### src/rtl/ram_loader.sv
// Boot-time program loader: packs serial bytes into 32-bit words and writes
// them to data RAM while stalling the CPU; otherwise passes CPU accesses through.
module ram_loader #(
  parameter int LEN_W = 16
) (
  input  logic             clk,
  input  logic             rst,
  input  logic             load_start_i,
  input  logic [31:0]      load_base_i,
  input  logic [LEN_W-1:0] load_len_i,
  input  logic [7:0]       rx_data_i,
  input  logic             rx_valid_i,
  output logic             rx_ready_o,
  input  logic             cpu_ce_i,
  input  logic             cpu_we_i,
  input  logic [31:0]      cpu_addr_i,
  input  logic [3:0]       cpu_sel_i,
  input  logic [31:0]      cpu_data_i,
  output logic             ram_ce_o,
  output logic             ram_we_o,
  output logic [31:0]      ram_addr_o,
  output logic [3:0]       ram_sel_o,
  output logic [31:0]      ram_data_o,
  output logic             stall_o,
  output logic             load_busy_o,
  output logic             load_done_o,
  output logic [LEN_W-1:0] word_cnt_o
);

  typedef enum logic [1:0] {
    IDLE,
    RECV,
    WRITE,
    DONE
  } state_t;

  state_t           state, state_nx;
  logic [1:0]       idx;
  logic [31:0]      word;
  logic [31:0]      base;
  logic [LEN_W-1:0] len;
  logic [LEN_W-1:0] cnt;
  logic [LEN_W-1:0] cnt_inc;
  logic [31:0]      offs;

  assign cnt_inc    = cnt + LEN_W'(1);
  assign offs       = 32'(cnt) << 2;
  assign word_cnt_o = cnt;

  always_ff @(posedge clk or negedge rst) begin
    if (!rst) begin
      state <= IDLE;
      idx   <= 2'd0;
      word  <= '0;
      base  <= '0;
      len   <= '0;
      cnt   <= '0;
    end else begin
      state <= state_nx;
      unique case (state)
        IDLE: begin
          if (load_start_i) begin
            base <= {load_base_i[31:2], 2'b00};
            len  <= load_len_i;
            cnt  <= '0;
            idx  <= 2'd0;
          end
        end
        RECV: begin
          // big-endian: earlier bytes shift toward the MSB
          if (rx_valid_i) begin
            word <= {word[23:0], rx_data_i};
            idx  <= idx + 2'd1;
          end
        end
        WRITE: begin
          cnt <= cnt_inc;
          idx <= 2'd0;
        end
        default: ;
      endcase
    end
  end

  always_comb begin
    state_nx    = state;
    rx_ready_o  = 1'b0;
    stall_o     = 1'b1;
    load_busy_o = 1'b1;
    load_done_o = 1'b0;
    ram_ce_o    = 1'b0;
    ram_we_o    = 1'b0;
    ram_addr_o  = '0;
    ram_sel_o   = '0;
    ram_data_o  = '0;
    unique case (state)
      IDLE: begin
        stall_o     = 1'b0;
        load_busy_o = 1'b0;
        ram_ce_o    = cpu_ce_i;
        ram_we_o    = cpu_we_i;
        ram_addr_o  = cpu_addr_i;
        ram_sel_o   = cpu_sel_i;
        ram_data_o  = cpu_data_i;
        if (load_start_i)
          state_nx = (load_len_i != '0) ? RECV : DONE;
      end
      RECV: begin
        rx_ready_o = 1'b1;
        if (rx_valid_i && idx == 2'd3)
          state_nx = WRITE;
      end
      WRITE: begin
        ram_ce_o   = 1'b1;
        ram_we_o   = 1'b1;
        ram_sel_o  = 4'b1111;
        ram_addr_o = base + offs;
        ram_data_o = word;
        state_nx   = (cnt_inc == len) ? DONE : RECV;
      end
      DONE: begin
        load_done_o = 1'b1;
        state_nx    = IDLE;
      end
      default: state_nx = IDLE;
    endcase
  end

endmodule

### config.mk
export PLATFORM = sky130hd
export DESIGN_NAME = ram_loader
export DESIGN_NICKNAME = d
export VERILOG_FILES = /design/src/rtl/ram_loader.sv
export SDC_FILE = /design/constraint.sdc
export NUM_CORES = 1
export LEC_CHECK = 0
export ABC_CLOCK_PERIOD_IN_PS = 3630
export CORE_MARGIN = 4
export CORE_UTILIZATION = 26
export DETAILED_ROUTE_END_ITERATION = 8
export DONT_BUFFER_PORTS = 1
export PLACE_DENSITY = 0.47
export SLEW_MARGIN = 20
export SYNTH_ARGS = -nofsm -noshare
export SYNTH_HDL_FRONTEND = slang
export SYNTH_SLANG_ARGS = --single-unit
export TNS_END_PERCENT = 100
### constraint.sdc
create_clock -name clk -period 3.63 [get_ports clk]
set_clock_uncertainty 0.2 [all_clocks]
set_input_delay 0.1815 -clock clk [delete_from_list [all_inputs] [get_ports clk]]
set_output_delay 0.1815 -clock clk [all_outputs]
set_load 0.01 [all_outputs]
# Word-level counts from Yosys, hierarchy flattened
# Index checks and enable logic that the tools add are counted.
# word_totals
wordCells	45
output_inout_bits	90
regBits	98
inputBits	130
# op_classes
eq_ne	8
reduce_logical	10
mux	18
n_addsub	3
# ops
op	n
one-hot mux 32 bit (2 select lines)	2
adder 32 x 18 -> 32 bit	1
one-hot mux 16 bit (2 select lines)	1
adder 16 x 1 -> 16 bit, second input constant	1
== test 16 bit	1
two-way mux 16 bit	1
nonzero test 16 bit	1
two-way mux 2 bit	6
one-hot mux 2 bit (4 select lines)	1
one-hot mux 4 bit (2 select lines)	1
AND reduction 2 bit	4
== test 2 bit, second input constant	3
inequality test 2 bit, second input constant	3
one-hot mux 2 bit (3 select lines)	1
one-hot mux 1 bit (2 select lines)	2
two-way mux 1 bit	3
AND reduction 3 bit	1
nonzero test 3 bit	1
adder 2 x 1 -> 2 bit, second input constant	1
== test 2 x 1 -> 1 bit, second input constant	1
logical NOT 2 bit	1
nonzero test 2 bit	1
logical AND 1 bit	1

# Depth between registers and ports, before layout
# logic_depth
ltp_word	4
mapped_depth	10
mapped_depth_nobuf	10

# Worst setup path before layout
# Ideal clock, no wire load.
# synth_timing
path_type	register to output
start	reg cnt[0], in the netlist word_cnt_o[0]
end	out ram_addr_o[20]
n_path_buf	0
path_slack_ns	0.755
required_time_ns	3.249
arrival_time_ns	2.493
path_stages_with_launch	11
cell_sequence	dfrtp_1 -> ha_1 -> inv_1 -> fa_1 -> nor2b_4 -> o31ai_2 -> a21oi_4 -> a311oi_4 -> nor3_1 -> xnor2_1 -> a211oi_1
# synth_between
elab_chain_len	2
# synth_rtl
element	line	rtl
start: declaration	42	logic [LEN_W-1:0] cnt;
start signal: assignment	77	cnt <= cnt_inc;
adder 32 x 18 -> 32 bit	117	ram_addr_o = base + offs;
one-hot mux 32 bit (2 select lines)	96	unique case (state)
end: declaration	21	output logic [31:0] ram_addr_o,
# No other way between the ends.

# Worst setup path in the final report
# layout_timing
start	reg cnt[7], in the netlist word_cnt_o[7]
end	out ram_addr_o[27]
# Same word-level chain as after synthesis.

==> impl_metrics.csv <==
group,metric,value,unit
outcome,status,"finished, final reports clean",
critical_path,cp_slowest_stage_delay,530,ps
clock_tree,h-tree-depth,3,
route,drt_iter0_markers,260,
timing,max_freq,293,MHz
finish,fin_nets,858,
timing,worstMarginPinSlew,798,ps
route,drc,0,
power_and_ir_drop,ir_drop,0.000279,V
synthesis,syn-num-nets,798,
die,initial_utilization,26.3,%
synthesis,seq_area_frac_synth,38.5,%
timing,fin_crit_sh,94.0,%
power_and_ir_drop,total_power,5.01,mW
route,firstDrtPassIters,5,
synthesis,yosysWarnings,0,
critical_path,cp_cell_sequence,"ha_1 -> and3_2 -> nand2_1 -> a211oi_4 -> o31a_4 -> nand2_1 -> xor2_1 -> a211oi_1",
finish,final_cell_area,7680,sq um
timing,slew_headroom,46.3,%
critical_path,cp_max_fo,9,
clock_tree,cts_buffers,9,
clock_tree,cts_sinks,98,
synthesis,synthCells,649,
worst_hold_path,min_path_type,"primary input to flop",
critical_path,rrSetupSlack,990,ps
finish,drive_gt1_share,21.4,%
power_and_ir_drop,pwr_density_cell,652,nW/um^2
grt,antenna_found_initial,0,
flow_run,maxCapViolations,0,
critical_path,cp.arrival,3030,ps
die,core_area,24200,sq um
route,wire_per_inst,17.8,um
finish,most-common-layout-cells,"95 x dfrtp_1, 91 x nor2_1, 77 x mux2_2",
grt,grt_pass1_vias,4928,
die,rows,57,
timing,rsz0062_at_grt,"no",
die,die_w,165,um
synthesis,ys.flop_type,"dfrtp_1",
die,die_area,27100,sq um
synthesis,synthesis.area,6370,sq um
critical_path,slowest_stage,"dfrtp_1",
finish,area_growth,20.6,%
grt,grt_max_degree,99,
route,vias_per_cell,4.80,
place,place_congestion,0.768,
critical_path,endpoint_kind,"primary output",
critical_path,startpoint_type,"flop",
timing,setup_slack,219,ps
place,placedCellCount,964,
place,io_buffers,0,
grt,grt_pass1_wl,28.2,mm
place,dp_slack,480,ps
timing,setup_tns,0,ps
synthesis,synth_edf_count,0,
clock_tree,clk_latency,350,ps
power_and_ir_drop,power_leakage,3.06,nW
grt,grt_usage,13.4,%
place,placed_area,6790,sq um
clock_tree,root_buffer,"clkbuf_16",
finish,stdcell_count,1038,
finish,layout_commonest_cell,"dfrtp_1",
synthesis,ys_async_sr_fraction,100,%
clock_tree,cts_setup_buffers,0,
critical_path,required,3250,ps
route,antenna_left,0,
clock_tree,clock_path_buffers,2,
critical_path,timing_worst_setup_path_type,"flop to primary output",
synthesis,synth_cell_types,72,
timing,setup_violations,0,
clock_tree,cts_tree,"done",
route,dr_total_vias,4979,
timing,fin_crit,3410,ps
timing,slew_violations,0,
die,die_h,165,um
grt,overflow,0,
clock_tree,clk_pin_slew_worst_paths,70,ps
critical_path,cp_common_cell,"nand2_1",
synthesis,syn_avg_cell_area,9.82,sq um
place,hpwl,13.9,mm
finish,num_antenna_cells,0,
timing,finalHoldViolCount,0,
synthesis,synth-seq-cells,98,
route,finalWirelength,18.5,mm
die,boundaryPins,220,
-- cells by family after synthesis --
kind of cell | share of synthesized area [%]
AND/OR/NAND/NOR | 15.7
AO/OA/AOI/OAI | 13.0
multiplexers | 19.4
flip-flops | 38.5
XOR/XNOR | 6.05
buffers and inverters | 3.51
adder cells (fa/ha/maj) | 3.85
-- what timing repair did --
action	4_1_cts	5_1_grt
hold buffers	58	0
gates resized for setup	0	3
setup endpoints to repair	0	7
hold endpoints to repair	155	0
-- synthesized netlist by cell type (all sizes together), types with 4 or more instances --
master  count  area (sq um)
dfrtp      98          2450
nor2       91           342
mux2       77           867
nand2      54           205
o21ai      44           220
mux2i      37           370
xnor2      29           254
a21oi      20           115
buf        20           134
ha         18           225
nand3      15          90.1
xor2       15           131
clkbuf     14          52.6
a211oi     11           105
a21o        9          70.1
inv         9          33.8
nand4       8          56.3
and3        7          56.3
nor4        7          50.1
nor3        6          41.3
and2        5          32.5
o211ai      5          37.5
o21a        5          38.8
a31oi       4          25.0
-- state kept, by name (all words and copies together) (netlist names) --
register	cells
base	30
idx	2
len	16
state	2
word	32
word_cnt_o	16
-- power by group --
group          total (mW)  internal [mW]  switching [mW]
registers            2.01           1.56           0.444
logic                2.04          0.989            1.05
clock network       0.964          0.478           0.485
-- path summary, 6_finish.rpt --
| check | from | to | cells after the start |
|---|---|---|---|
| worst max-delay path | word_cnt_o[7]$_DFFE_PN0P_ | ram_addr_o[27] | 8 |
| worst min-delay path | rx_valid_i | state[1]$_DFFE_PN0P_ | 3 |
| worst max register to register | word_cnt_o[0]$_DFFE_PN0P_ | state[1]$_DFFE_PN0P_ | 7 |
| worst min register to register | idx[0]$_DFFE_PN0P_ | idx[0]$_DFFE_PN0P_ | 1 |
| max in group asynchronous | rst | state[1]$_DFFE_PN0P_ | 2 |
| min in group asynchronous | rst | base[2]$_DFFE_PN0P_ | 2 |
-- per-stage QoR --
step	hold slack, ps	utilization [%]
after detailed placement	-309	28.0
after global placement	-310	28.0
after CTS	37.6	31.6
after global routing	65.2	31.7
final	32.0	31.7
after floorplan	-314	-
-- per-layer routing --
metal / global-route usage [%] / up-vias / part of all wire [%]
met5: 0 / - / 0
met4: 4.05 / 0 / 1.3
met3: 2.32 / 13 / 4.8
met2: 21.4 / 134 / 48
met1: 18.6 / 2392 / 46
li1: - / 2440 / -
-- critical path, delay by kind of cell (launching register included) --
family	cells	cell delay, ps
AOI/OAI and AO/OA	3	1080
xor gates and xnor gates	1	170
adders and majority gates	1	450
DFF	1	530
and+or+nand+nor	3	440
-- layout make-up --
type	count	area [sq um]
Clock buffer	9	225
Clock inverter	7	61.3
Fill cell	2567	16600
Inverter	10	37.5
Multi-Input combinational cell	507	3710
Sequential cell	98	2460
Tap cell	324	405
Timing Repair Buffer	83	786
(Power assumes the default switching activity.)
